[src/rtl/cgra_cfg_wb_master.sv]
// Wishbone initiator that turns one CGRA config read/write command into the
// CSR responder's access sequence (address, data, strobe, read-back).
module cgra_cfg_wb_master #(
    parameter logic [31:0] WISHBONE_BASE_ADDR = 32'h3000_0000,
    parameter int          READ_WAIT          = 8,
    parameter int          TIMEOUT            = 16
) (
    input  logic        wb_clk_i,
    input  logic        wb_rst_i,
    input  logic        cmd_valid,
    output logic        cmd_ready,
    input  logic        cmd_write,
    input  logic [31:0] cmd_addr,
    input  logic [31:0] cmd_data,
    output logic        rsp_valid,
    output logic [31:0] rsp_data,
    output logic        rsp_err,
    output logic        wbm_cyc_o,
    output logic        wbm_stb_o,
    output logic        wbm_we_o,
    output logic [3:0]  wbm_sel_o,
    output logic [31:0] wbm_adr_o,
    output logic [31:0] wbm_dat_o,
    input  logic [31:0] wbm_dat_i,
    input  logic        wbm_ack_i
);
    localparam int            TW      = $clog2(TIMEOUT);
    localparam logic [TW-1:0] TO_LAST = TW'(TIMEOUT - 1);
    localparam logic [7:0]    RW_LAST = 8'((READ_WAIT > 0) ? READ_WAIT - 1 : 0);

    typedef enum logic [2:0] {IDLE, ACCESS, GAP, RWAIT, DONE} state_t;

    state_t        state;
    logic          wr_q;
    logic [31:0]   addr_q, data_q, rdata_q;
    logic [2:0]    step;
    logic [TW-1:0] tcnt;
    logic [7:0]    wcnt;

    logic          src_wr;
    logic [2:0]    src_step;
    logic [31:0]   src_addr, src_data;
    logic          nxt_we;
    logic [31:0]   nxt_adr, nxt_dat;
    logic          last_step, rd_step, rw_step;

    // Access descriptor for the step about to be issued; in IDLE it comes
    // straight from the command inputs so the first strobe needs no extra cycle.
    always_comb begin
        src_wr   = (state == IDLE) ? cmd_write : wr_q;
        src_step = (state == IDLE) ? 3'd0 : step;
        src_addr = (state == IDLE) ? cmd_addr : addr_q;
        src_data = (state == IDLE) ? cmd_data : data_q;
        nxt_we   = 1'b1;
        nxt_adr  = WISHBONE_BASE_ADDR;
        nxt_dat  = src_addr;
        case (src_step)
            3'd1: begin
                nxt_adr = WISHBONE_BASE_ADDR + (src_wr ? 32'h04 : 32'h10);
                nxt_dat = src_wr ? src_data : 32'd1;
            end
            3'd2: begin
                nxt_adr = WISHBONE_BASE_ADDR + (src_wr ? 32'h0C : 32'h08);
                nxt_dat = src_wr ? 32'd1 : 32'd0;
                nxt_we  = src_wr;
            end
            3'd3: begin
                nxt_adr = WISHBONE_BASE_ADDR + 32'h10;
                nxt_dat = 32'd0;
            end
            default: ;
        endcase
    end

    assign last_step = wr_q ? (step == 3'd2) : (step == 3'd3);
    assign rd_step   = !wr_q && (step == 3'd2);
    assign rw_step   = !wr_q && (step == 3'd1);

    always_ff @(posedge wb_clk_i) begin
        if (wb_rst_i) begin
            state     <= IDLE;
            cmd_ready <= 1'b1;
            rsp_valid <= 1'b0;
            rsp_data  <= '0;
            rsp_err   <= 1'b0;
            wbm_cyc_o <= 1'b0;
            wbm_stb_o <= 1'b0;
            wbm_we_o  <= 1'b0;
            wbm_sel_o <= '0;
            wbm_adr_o <= '0;
            wbm_dat_o <= '0;
            wr_q      <= 1'b0;
            addr_q    <= '0;
            data_q    <= '0;
            rdata_q   <= '0;
            step      <= '0;
            tcnt      <= '0;
            wcnt      <= '0;
        end else begin
            rsp_valid <= 1'b0;
            rsp_data  <= '0;
            rsp_err   <= 1'b0;
            case (state)
                IDLE: if (cmd_valid) begin
                    wr_q      <= cmd_write;
                    addr_q    <= cmd_addr;
                    data_q    <= cmd_data;
                    rdata_q   <= '0;
                    step      <= '0;
                    tcnt      <= '0;
                    cmd_ready <= 1'b0;
                    wbm_cyc_o <= 1'b1;
                    wbm_stb_o <= 1'b1;
                    wbm_sel_o <= 4'hF;
                    wbm_we_o  <= nxt_we;
                    wbm_adr_o <= nxt_adr;
                    wbm_dat_o <= nxt_dat;
                    state     <= ACCESS;
                end
                ACCESS: begin
                    if (wbm_ack_i || tcnt == TO_LAST) begin
                        wbm_cyc_o <= 1'b0;
                        wbm_stb_o <= 1'b0;
                        wbm_we_o  <= 1'b0;
                        wbm_sel_o <= '0;
                        wbm_adr_o <= '0;
                        wbm_dat_o <= '0;
                        tcnt      <= '0;
                    end else begin
                        tcnt <= tcnt + TW'(1);
                    end
                    if (wbm_ack_i) begin
                        if (rd_step) rdata_q <= wbm_dat_i;
                        if (last_step) begin
                            state     <= DONE;
                            rsp_valid <= 1'b1;
                            rsp_data  <= wr_q ? 32'd0 : rdata_q;
                        end else begin
                            step  <= step + 3'd1;
                            wcnt  <= '0;
                            // The read-wait window doubles as the post-ack idle cycle.
                            state <= (rw_step && READ_WAIT > 0) ? RWAIT : GAP;
                        end
                    end else if (tcnt == TO_LAST) begin
                        state     <= DONE;
                        rsp_valid <= 1'b1;
                        rsp_err   <= 1'b1;
                    end
                end
                GAP, RWAIT: begin
                    if (state == GAP || wcnt == RW_LAST) begin
                        wbm_cyc_o <= 1'b1;
                        wbm_stb_o <= 1'b1;
                        wbm_sel_o <= 4'hF;
                        wbm_we_o  <= nxt_we;
                        wbm_adr_o <= nxt_adr;
                        wbm_dat_o <= nxt_dat;
                        state     <= ACCESS;
                    end else begin
                        wcnt <= wcnt + 8'd1;
                    end
                end
                DONE: begin
                    state     <= IDLE;
                    cmd_ready <= 1'b1;
                end
                default: state <= IDLE;
            endcase
        end
    end
endmodule

[config.mk]
export PLATFORM = sky130hd
export DESIGN_NAME = cgra_cfg_wb_master
export DESIGN_NICKNAME = d
export VERILOG_FILES = /design/src/rtl/cgra_cfg_wb_master.sv
export SDC_FILE = /design/constraint.sdc
export NUM_CORES = 1
export LEC_CHECK = 0
export CAP_MARGIN = 20
export CORE_MARGIN = 2
export CORE_UTILIZATION = 35
export CTS_CLUSTER_DIAMETER = 120
export DETAILED_ROUTE_END_ITERATION = 8
export GPL_TIMING_DRIVEN = 1
export PLACE_DENSITY = 0.6
export SLEW_MARGIN = 20
export SYNTH_ARGS = -nofsm -noshare
export SYNTH_HDL_FRONTEND = slang
export SYNTH_SLANG_ARGS = --single-unit
[constraint.sdc]
create_clock -name wb_clk_i -period 2.08 [get_ports wb_clk_i]
set_input_delay 0.416 -clock wb_clk_i [delete_from_list [all_inputs] [get_ports wb_clk_i]]
set_output_delay 0.416 -clock wb_clk_i [all_outputs]
set_load 0.02 [all_outputs]
==> results of run 1 <==
==> layout by cell type (no fill, tap or decap), types with 8 or more instances in the layout <==
cell type	instances
clkbuf_16	17
mux2i_1	35
clkdlybuf4s50_1	178
nand2b_1	11
nand2_1	139
buf_4	33
nand4_1	36
a22o_1	32
conb_1	27
o21ai_0	43
o2bb2ai_1	31
inv_1	9
dfxtp_1	186
a21oi_1	110
nor4_1	8
nand3_1	11
buf_12	9
and2_1	35
==> report_power, final <==
group          switching, uW  internal (uW)  leakage (uW)  total, uW
Clock                   1530           1860      0.000298       3400
Combinational            894            735       0.00209       1630
Sequential               123           3770       0.00152       3890
==> critical path: stages (launching register included) <==
cell and delay (ns):
dfxtp_1 0.47, nor3_4 0.38, buf_12 0.30, and2_2 0.23, buf_4 0.27, nand2_1 0.10, a21oi_1 0.14
==> cell type report <==
cell class / count / area share
clock buffer: 19 / 0.0422
clock inverter: 13 / 0.0162
inverter: 9 / 0.00322
multi-input combinational: 586 / 0.338
sequential: 187 / 0.356
tap: 280 / 0.0333
timing repair buffer: 220 / 0.210
==> worst min-delay path by stage <==
stage	start	end	slack (ns)	cells past startpoint
2_1_floorplan	rdata_q[0]	rsp_data[0]	0.42	1
3_3_place_gp	rdata_q[29]	rsp_data[29]	0.43	1
3_5_place_dp	rdata_q[0]	rsp_data[0]	0.43	1
4_1_cts	wb_rst_i	wr_q	0.36	2
5_1_grt	wb_rst_i	step[2]	0.37	2
6_report	wb_rst_i	wr_q	0.37	2
==> layer usage <==
metal,part of all wire,track usage
met5,0,0
met4,0.013,0.0476
met3,0.048,0.0447
met2,0.47,0.285
met1,0.47,0.231
==> registers in the layout, indices dropped and copies added, names as in the netlist <==
register / count
addr_q: 32
cmd_ready: 1
data_q: 32
rdata_q: 32
rsp_data: 32
rsp_err: 1
rsp_valid: 1
state: 3
step: 3
tcnt: 4
wbm_adr_o: 3
wbm_dat_o: 32
wbm_sel_o: 1
wbm_we_o: 1
wcnt: 8
wr_q: 1
==> cells by family (layout without fill, tap and decap cells) <==
group	count (synthesis)	count (layout)	share of synthesized area
AOI/OAI and AO/OA	239	240	0.201
and+or+nand+nor	276	276	0.178
other	1	27	0.000485
xor gates and xnor gates	2	2	0.00226
adders and majority gates	6	6	0.00970
buffers and inverters	114	261	0.0791
DFF	187	187	0.484
muxes	35	35	0.0453
==> repair_timing <==
action | 4_1_cts | 5_1_grt
gates resized for setup | 0 | 3
endpoints found under the setup margin | 0 | 42
hold buffers | 0 | 0
==> per-stage QoR <==
step / setup WS [ns] / cell area [um2]
floorplan: 0.160 / 7840
global placement: -0.121 / 9870
detailed placement: -0.138 / 9870
CTS: 0.00207 / 10500
global route: 0.00506 / 10500
finish: 0.121 / 10500
==> flow_summary.toml, run 1 <==
[worst_setup_path]
rr_startpoint = "state[1]"
reg2regPathDepth = 6
crit_start = "state[1]"
r2r-end = "addr_q[10]"
startpoint_type = "flop"
cp-end-kind = "flop"
cp_max_fo = 28
ff2ff_setup_slack_ns = 0.12
endpoint = "addr_q[10]"
crit_type = "flop to flop"
crit_arrival_ns = 2.32
cp.required_ns = 2.44

[timing]
period_needed_ns = 1.96
finalSetupViolCount = 0
maxClockFrequency_mhz = 511
rsz0062_at_grt = "false"
slew_headroom = 0.646
drv_slew = 0
finClkSkew_ns = 0.00893
worstMarginPinSlew_ns = 0.530
fin_tns_setup_ns = 0
whs_ns = 0.372
hold_viol = 0
finalCritPeriodShare = 0.942

[die]
start_util = 0.356
fp-row-count = 54
core_area_um2 = 21800
die_h_um = 153
ios = 207
die_x_um = 153
die-area_um2 = 23300

[layout]
instances_no_fill = 1314
n_antenna_cell = 0
finish.utilization = 0.483
layout-drive-gt1-share = 0.0909
seqCellArea_um2 = 3740
area_growth_pct = 35.7
multi_input_area_um2 = 3550
fin_nets = 1128
nFillCells = 2137

[route]
drc = 0
wl_per_cell_um = 15.9
dr.pass1.iters = 4
via_count = 6595
vias_per_cell = 5.02
drtIter0Drc = 429
totalWireLength_um = 20800
ant_nets = 0

[power]
power.total_uw = 8920
ir_drop_v = 0.000498
power.leakage_uw = 0.00391
p_per_area_nw_per_um2 = 849

[clock_network]
cts_tree = "built"
cts_root_buffer = "clkbuf_16"
cts.path.max_buffers = 2
cts.sinks = 187
numCtsBuffers = 17
path_clk_slew_ns = 0.07
cts_htree_levels = 4
clk_latency_ns = 0.43
cts_setup_buffers = 0

[place]
dp_cells = 1281
portBuffers = 179
gp_congestion = 0.787
hpwl_um = 13200

[logic_synthesis]
netlist_area_um2 = 7740
yosysTopAreaCell = "dfxtp_1"
synth_area_leaders = "dfxtp_1 48%, a21oi_1 7.1%, nand2_1 6.8%"
syn-mean-instance-area_um2 = 9.00
synth-seq-area-share = 0.484
synthFlopType = "dfxtp_1"
netlist_instances = 860
yosysMostFrequentCell = "dfxtp_1"
synth.top_cell.area_share = 0.484
ys_seq_elements = 187
ys_warn_count = 0
synth_edf_count = 0
async_flop_share = 0
synth_commonest_cells = "187 x dfxtp_1, 140 x nand2_1, 110 x a21oi_1"
yosysUniqueCellTypes = 57

[flow_run]
cap_violations = 0

[grt]
grtUsageTotal = 0.175
antenna_found_initial = 0
grt_max_degree = 51
grt_pass1_wl_um = 33000
grt-ovfl-total = 0
grt_pass1_vias = 6308

[min_path]
hp-class = "input port to flop"

[status]
outcome = "completed"
No activity file was read; power rests on OpenSTA's default activity.
==> run 2, diff against run 1 <==
- HOLD_SLACK_MARGIN: unset -> 0.05
==> results of run 2 <==
Same layout as run 1: the final DEF is identical, and so are final timing and power.
